File: src/rtl/uart_tx_arbiter.sv
// Round-robin arbiter that shares one uart_tx among N byte producers.
// Holds send until uart_tx reports the byte sent; an optional watchdog aborts stuck transfers.
module uart_tx_arbiter #(
    parameter int unsigned N       = 4,
    parameter int unsigned TIMEOUT = 65535
) (
    input  logic           clk,
    input  logic           rst,
    input  logic [N-1:0]   req_valid,
    input  logic [8*N-1:0] req_data,
    output logic [N-1:0]   req_ready,
    output logic [N-1:0]   req_done,
    output logic [7:0]     tx_data,
    output logic           tx_send,
    input  logic           tx_sent,
    output logic           busy,
    output logic [2:0]     grant,
    output logic           timeout_err
);
    localparam logic [15:0]  WdogLast = 16'(TIMEOUT - 1);
    localparam logic [2:0]   LastReq  = 3'(N - 1);
    localparam logic [N-1:0] OneHot0  = {{(N - 1){1'b0}}, 1'b1};

    typedef enum logic [1:0] {StIdle, StSend, StGap} state_e;

    state_e      state_q;
    logic [15:0] wdog_q;

    logic [7:0]  valid_ext;
    logic [63:0] data_ext;
    logic [2:0]  cand;
    logic [2:0]  pick;
    logic        pick_found;

    // Search starts one past the last grant so the most recently served requester goes last.
    always_comb begin
        valid_ext  = 8'(req_valid);
        data_ext   = 64'(req_data);
        cand       = grant;
        pick       = grant;
        pick_found = 1'b0;
        for (int k = 1; k <= int'(N); k++) begin
            cand = 3'((int'(grant) + k) % int'(N));
            if (!pick_found && valid_ext[cand]) begin
                pick       = cand;
                pick_found = 1'b1;
            end
        end
    end

    always_ff @(posedge clk) begin
        if (rst) begin
            state_q     <= StIdle;
            wdog_q      <= '0;
            req_ready   <= '0;
            req_done    <= '0;
            tx_data     <= '0;
            tx_send     <= 1'b0;
            busy        <= 1'b0;
            grant       <= LastReq;
            timeout_err <= 1'b0;
        end else begin
            req_ready <= '0;
            req_done  <= '0;
            case (state_q)
                StIdle: begin
                    if (pick_found) begin
                        tx_data   <= data_ext[{pick, 3'b000} +: 8];
                        tx_send   <= 1'b1;
                        req_ready <= OneHot0 << pick;
                        grant     <= pick;
                        wdog_q    <= '0;
                        busy      <= 1'b1;
                        state_q   <= StSend;
                    end
                end
                StSend: begin
                    wdog_q <= wdog_q + 16'd1;
                    // A completion arriving on the watchdog's last cycle still counts as sent.
                    if (tx_sent) begin
                        tx_send  <= 1'b0;
                        req_done <= OneHot0 << grant;
                        state_q  <= StGap;
                    end else if ((TIMEOUT != 0) && (wdog_q == WdogLast)) begin
                        tx_send     <= 1'b0;
                        timeout_err <= 1'b1;
                        state_q     <= StGap;
                    end
                end
                StGap: begin
                    busy    <= 1'b0;
                    state_q <= StIdle;
                end
                default: begin
                    state_q <= StIdle;
                end
            endcase
        end
    end

endmodule

File: config.mk
export PLATFORM = sky130hd
export DESIGN_NAME = uart_tx_arbiter
export DESIGN_NICKNAME = d
export VERILOG_FILES = /design/src/rtl/uart_tx_arbiter.sv
export SDC_FILE = /design/constraint.sdc
export NUM_CORES = 1
export LEC_CHECK = 0
export BUFFER_PORTS_ARGS = -buffer_cell sky130_fd_sc_hd__buf_2
export CORE_AREA = 2 2 89 91
export DETAILED_ROUTE_END_ITERATION = 8
export DIE_AREA = 0 0 91 93
export GPL_ROUTABILITY_DRIVEN = 0
export GPL_TIMING_DRIVEN = 0
export PLACE_DENSITY = 0.57
export SLEW_MARGIN = 20
export SYNTH_ARGS = -nofsm -noshare
export SYNTH_HDL_FRONTEND = slang
export SYNTH_SLANG_ARGS = --single-unit
File: constraint.sdc
create_clock -name clk -period 3.65 [get_ports clk]
set_input_delay 0 -clock clk [delete_from_list [all_inputs] [get_ports clk]]
set_output_delay 0 -clock clk [all_outputs]
set_load 0.05 [all_outputs]
Word level (Yosys, flattened, before mapping)
Index checks and enable logic that the tools add are counted.

Bits in registers: 40. Bits of input ports: 39.

Add/sub/neg operators: 5. Magnitude comparators: 4. Equal/unequal tests: 5. Shift operators: 3. Multiplexer cells: 27. Bitwise operators: 8. Reductions and logical operators: 21.

Operator list (number): 64-bit by 7-bit variable part select with 8-bit output (1); 16-bit case mux with 2 select lines (1); 16-bit by 1-bit adder with 16-bit output (second input constant) (1); 16-bit equality test (second input constant) (1); 3-bit by 4-bit < comparator with 1-bit output (second input constant) (4); 16-bit two-way mux (1); 1-bit binary-select mux with 3-bit select (4); 3-bit two-way mux (4); 1-bit two-way mux (11); 2-bit AND reduction (4); 2-bit OR reduction (4); 1-bit by 3-bit << shifter with 4-bit output (first input constant) (2); 2-bit two-way mux (3); 3-bit AND reduction (2); 3-bit OR reduction (2); 2-bit by 1-bit adder with 2-bit output (second input constant) (2); 2-bit adder (second input constant) (2); 1-bit bitwise AND (first input constant) (4); 1-bit NOT (4); 1-bit case mux with 2 select lines (2); 2-bit case mux with 2 select lines (1); 2-bit nonzero test (2); 1-bit logical AND (3); 1-bit logical NOT (3); other kinds (5) (5).

Depth between registers and ports, before layout
Word-level depth: 17. Gate-level depth with buffers: 7. Mapped depth without buffers: 7.

Worst setup path after synthesis
OpenSTA, ideal clock, no wires.

Kind: register -> register. Start: register grant[1]. End: register tx_data[5]. Library setup time: 0.122 ns. Arrival time: 2.035 ns. Required time: 3.528 ns. Setup slack: 1.493 ns. Stages on the path, launching flop included: 7. Path buffers: 1. Clock period less this slack: 2.157 ns. Cells stage by stage: dfxtp_1 -> nand2b_1 -> a21oi_4 -> nor3_2 -> buf_6 -> mux2_4 -> a221o_1.

Word-level cells in the longest chain between the ends: 16.

RTL lines: from (decl) (RTL line 17) `output logic [2:0] grant,`; from (signal assigned) (RTL line 60) `grant <= LastReq;`; from (signal assigned) (RTL line 71) `grant <= pick;`; 2-bit by 1-bit adder with 2-bit output (RTL line 43) `cand = 3'((int'(grant) + k) % int'(N));`; 2-bit OR reduction (no line); 1-bit bitwise AND (no line); 1-bit binary-select mux with 3-bit select (RTL line 44) `if (!pick_found && valid_ext[cand]) begin`; 1-bit two-way mux (implied by the code) (RTL line 44); 1-bit two-way mux (RTL line 44); 1-bit logical NOT (RTL line 44); 1-bit logical AND (RTL line 44); 1-bit two-way mux (RTL line 44); 1-bit logical NOT (RTL line 44); 1-bit logical AND (RTL line 44); 1-bit two-way mux (RTL line 44); 1-bit logical NOT (RTL line 44); 1-bit logical AND (RTL line 44); 3-bit two-way mux / 1-bit two-way mux (equally long branches) (RTL line 44); 64-bit by 7-bit variable part select with 8-bit output / 2-bit AND reduction (equally long branches); to (signal assigned) (RTL line 68) `tx_data <= data_ext[{pick, 3'b000} +: 8];`; to (decl) (RTL line 13) `output logic [7:0] tx_data,`.

Several ways; a longest one is shown, not always the timed one. The select of a mux whose other input is x is not followed. A chain may end at the register's enable or synchronous reset.

Worst setup path in the final report
Start: register grant[1]. End: register tx_data[0].

The elaborated chain is that of the path after synthesis.

==> run metrics <==
R2R Setup Slk=around 1600 ps; Crit Reg-Reg Startpoint=grant[1]$_SDFFE_PP1P_; Worst Hold Depth=2; DRT iter0 DRCs=102; Num CTS Buffers=5; crit path DAT=approximately 2200 ps; Chip Width=about 91 um; relative slew slack=0.573; clk sinks=40; post-CTS sizing=0; dpl hpwl=4.10 mm; worst slew pin tran=about 640 ps; met2 Use GR=0.201; Synth Cell Area=approximately 2000 um2; routed wire length=approximately 5.5 mm; IO Count=between 60 and 70; Post-CTS Hold Fix Bufs=1; Worst Hold End=req_done[0]$_SDFF_PP0_; gr usage total=0.130; Hold Fails Final Rpt=0; final setup fails=0; Post-synth EDFFs=0; Peak Freq=about 490 MHz; layout cell share with drive strength beyond 1=0.307; Initial Utilization=0.269; Clock Pin Slew Worst Setup and Hold Paths=roughly 90 ps; reg-to-reg endpoint=tx_data[0]$_SDFFE_PP0P_; IO buf count=60; WP data required=3830 ps; sequential share of the synthesized area=0.395; Area Growth Syn to Fin=27.1%; kind of end point of the critical path=flip-flop; final worst-path cycle share=0.564; # diodes=0; leak pwr=0.00106 uW; first-pass GRT wire length=~9 mm; Fill cells=slightly above 800; GRT busiest layer=met2; Rows=32; Synthesized Nets=roughly 270; postcts setup bufs=0; initial antenna violation count=0; max cap viols=0; Root Buffer=clkbuf_8; area of the core=roughly 7500 um2; Antenna Violating Nets Remaining=0; H-Tree Depth=2; RSZ-0062 raised after global routing=no; Async S/R FF share, synth=0; worst r2r path cells=6; VDD IR max=~0.15 mV; Avg Cell Area, Syn=~8.9 um2; Critical Path Source Type=flip-flop; Die ar.=approximately 8500 um2; DRC viols=0; post-layout util=0.342; largest net degree at the start of global routing=14; Pwr Density=approximately 460 nW/um2; Primary FF master, synth=dfxtp_1; met3 usage=0.0338; min cycle time layout=approximately 2100 ps; synthesized flop and latch total=40; most common cell after layout, fill and taps aside=buf_2; CTS tree=yes; Synth warnings=0; vias in the first global route=1774; Yosys cell types=46; TritonRoute pass-1 iters=5; area of the multi-input gates=between 1000 and 1500 um2; Crit Path Max Fanout=10; source of the critical timing path=grant[1]$_SDFFE_PP1P_; Slew Limit Fails=0; most frequent cells in the layout=buf_2, dfxtp_1, nor2_1, a21oi_1, nand2_1; Worst Min Path Start=tx_sent; post-DR vias/cell=~5.0; cells after synthesis=roughly 230; Max Buffers Root-to-Sink=2; Setup TNS=0 ps; Final nets=336; flip-flop and latch area=roughly 800 um2; min-delay worst type=in2reg; GRT overflow=0; met1 usage=0.175; worst-case clock skew=8.08 ps; Die Span Y=between 90 and 100 um; status=completed; detailed-route via count=around 2.0k; worst-skew pair later-pin latency=around 290 ps; wire per inst=about 14 um; WS Path Type=reg2reg
-- cells by family (layout without fill, tap and decap cells) --
logic type | Yosys count | in the layout | synth area share
simple gates | 96 | 96 | 0.258
compound gates | 62 | 62 | 0.223
flops | 40 | 40 | 0.395
buf+inv | 15 | 84 | 0.0389
mux | 9 | 9 | 0.0593
xor+xnor | 3 | 3 | 0.0130
fa+ha+maj | 2 | 2 | 0.0123
-- cell usage after synthesis (all sizes together) (4+ instances only) --
library cell / number / area [um2]
buf: 6 / 45.0
nor2b: 5 / 31.3
o31ai: 9 / 67.6
dfxtp: 40 / 801
a21oi: 20 / 123
nand3: 4 / 20.0
nand2: 12 / 45.0
nor4: 4 / 31.3
nand4: 12 / 81.3
o21ai: 7 / 35.0
nor3: 5 / 35.0
a221o: 8 / 80.1
inv: 5 / 18.8
a311oi: 4 / 35.0
clkbuf: 4 / 15.0
nand2b: 7 / 43.8
mux2: 9 / 120
nor2: 31 / 116
-- report_power, final --
group,switching [uW],total (uW),internal (uW)
Sequential,18.7,486,467
Combinational,225,343,118
Clock,163,365,202
-- state kept, by name, indices dropped and copies added (netlist names) --
name         cells
req_done         4
tx_send          1
tx_data          8
timeout_err      1
wdog_q          16
state_q          2
req_ready        4
busy             1
grant            3
-- per-stage QoR --
step	std cells	setup slack [ps]	instance area (um2)	hold WS, ps	total power (uW)
final	398	1590	2580	29.8	1190
after global routing	398	1450	2580	14.7	1260
after CTS	398	1580	2580	21.7	1210
after detailed placement	389	1600	2450	294	838
after global placement	389	1580	2450	286	837
after floorplan	227	1490	2030	77.5	747
-- layout make-up --
| type | instances | area share |
|---|---|---|
| clock buffers | 5 | 0.0267 |
| well taps | 102 | 0.0495 |
| multi-input cells | 172 | 0.445 |
| plain buffers | 10 | 0.0233 |
| inverters | 5 | 0.00729 |
| flip-flops and latches | 40 | 0.311 |
| repair buffers | 61 | 0.120 |
| clock inverters | 3 | 0.0165 |
-- metal layers --
| metal | up-vias | part of all wire | wire length (um) |
|---|---|---|---|
| li1 | 988 | - | - |
| met1 | 909 | 0.47 | 2600 |
| met2 | 85 | 0.44 | 2410 |
| met3 | 7 | 0.077 | 427 |
| met4 | 0 | 0.016 | 86 |
| met5 | - | 0 | 0 |
-- worst max-delay path, stage by stage (launching register included) --
cell and delay [ps]:
dfxtp_1 350, and3b_1 180, buf_2 160, nor3_2 420
buf_6 230, mux2_4 310, a221o_1 290
-- worst max-delay path by stage --
stage,to,slack [ps]
2_1_floorplan,tx_data[5]$_SDFFE_PP0P_,1490
3_3_place_gp,tx_data[5]$_SDFFE_PP0P_,1580
3_5_place_dp,tx_data[4]$_SDFFE_PP0P_,1600
4_1_cts,tx_data[0]$_SDFFE_PP0P_,1580
5_1_grt,tx_data[0]$_SDFFE_PP0P_,1450
6_report,tx_data[0]$_SDFFE_PP0P_,1590
Power figures use the tool's default switching activity.
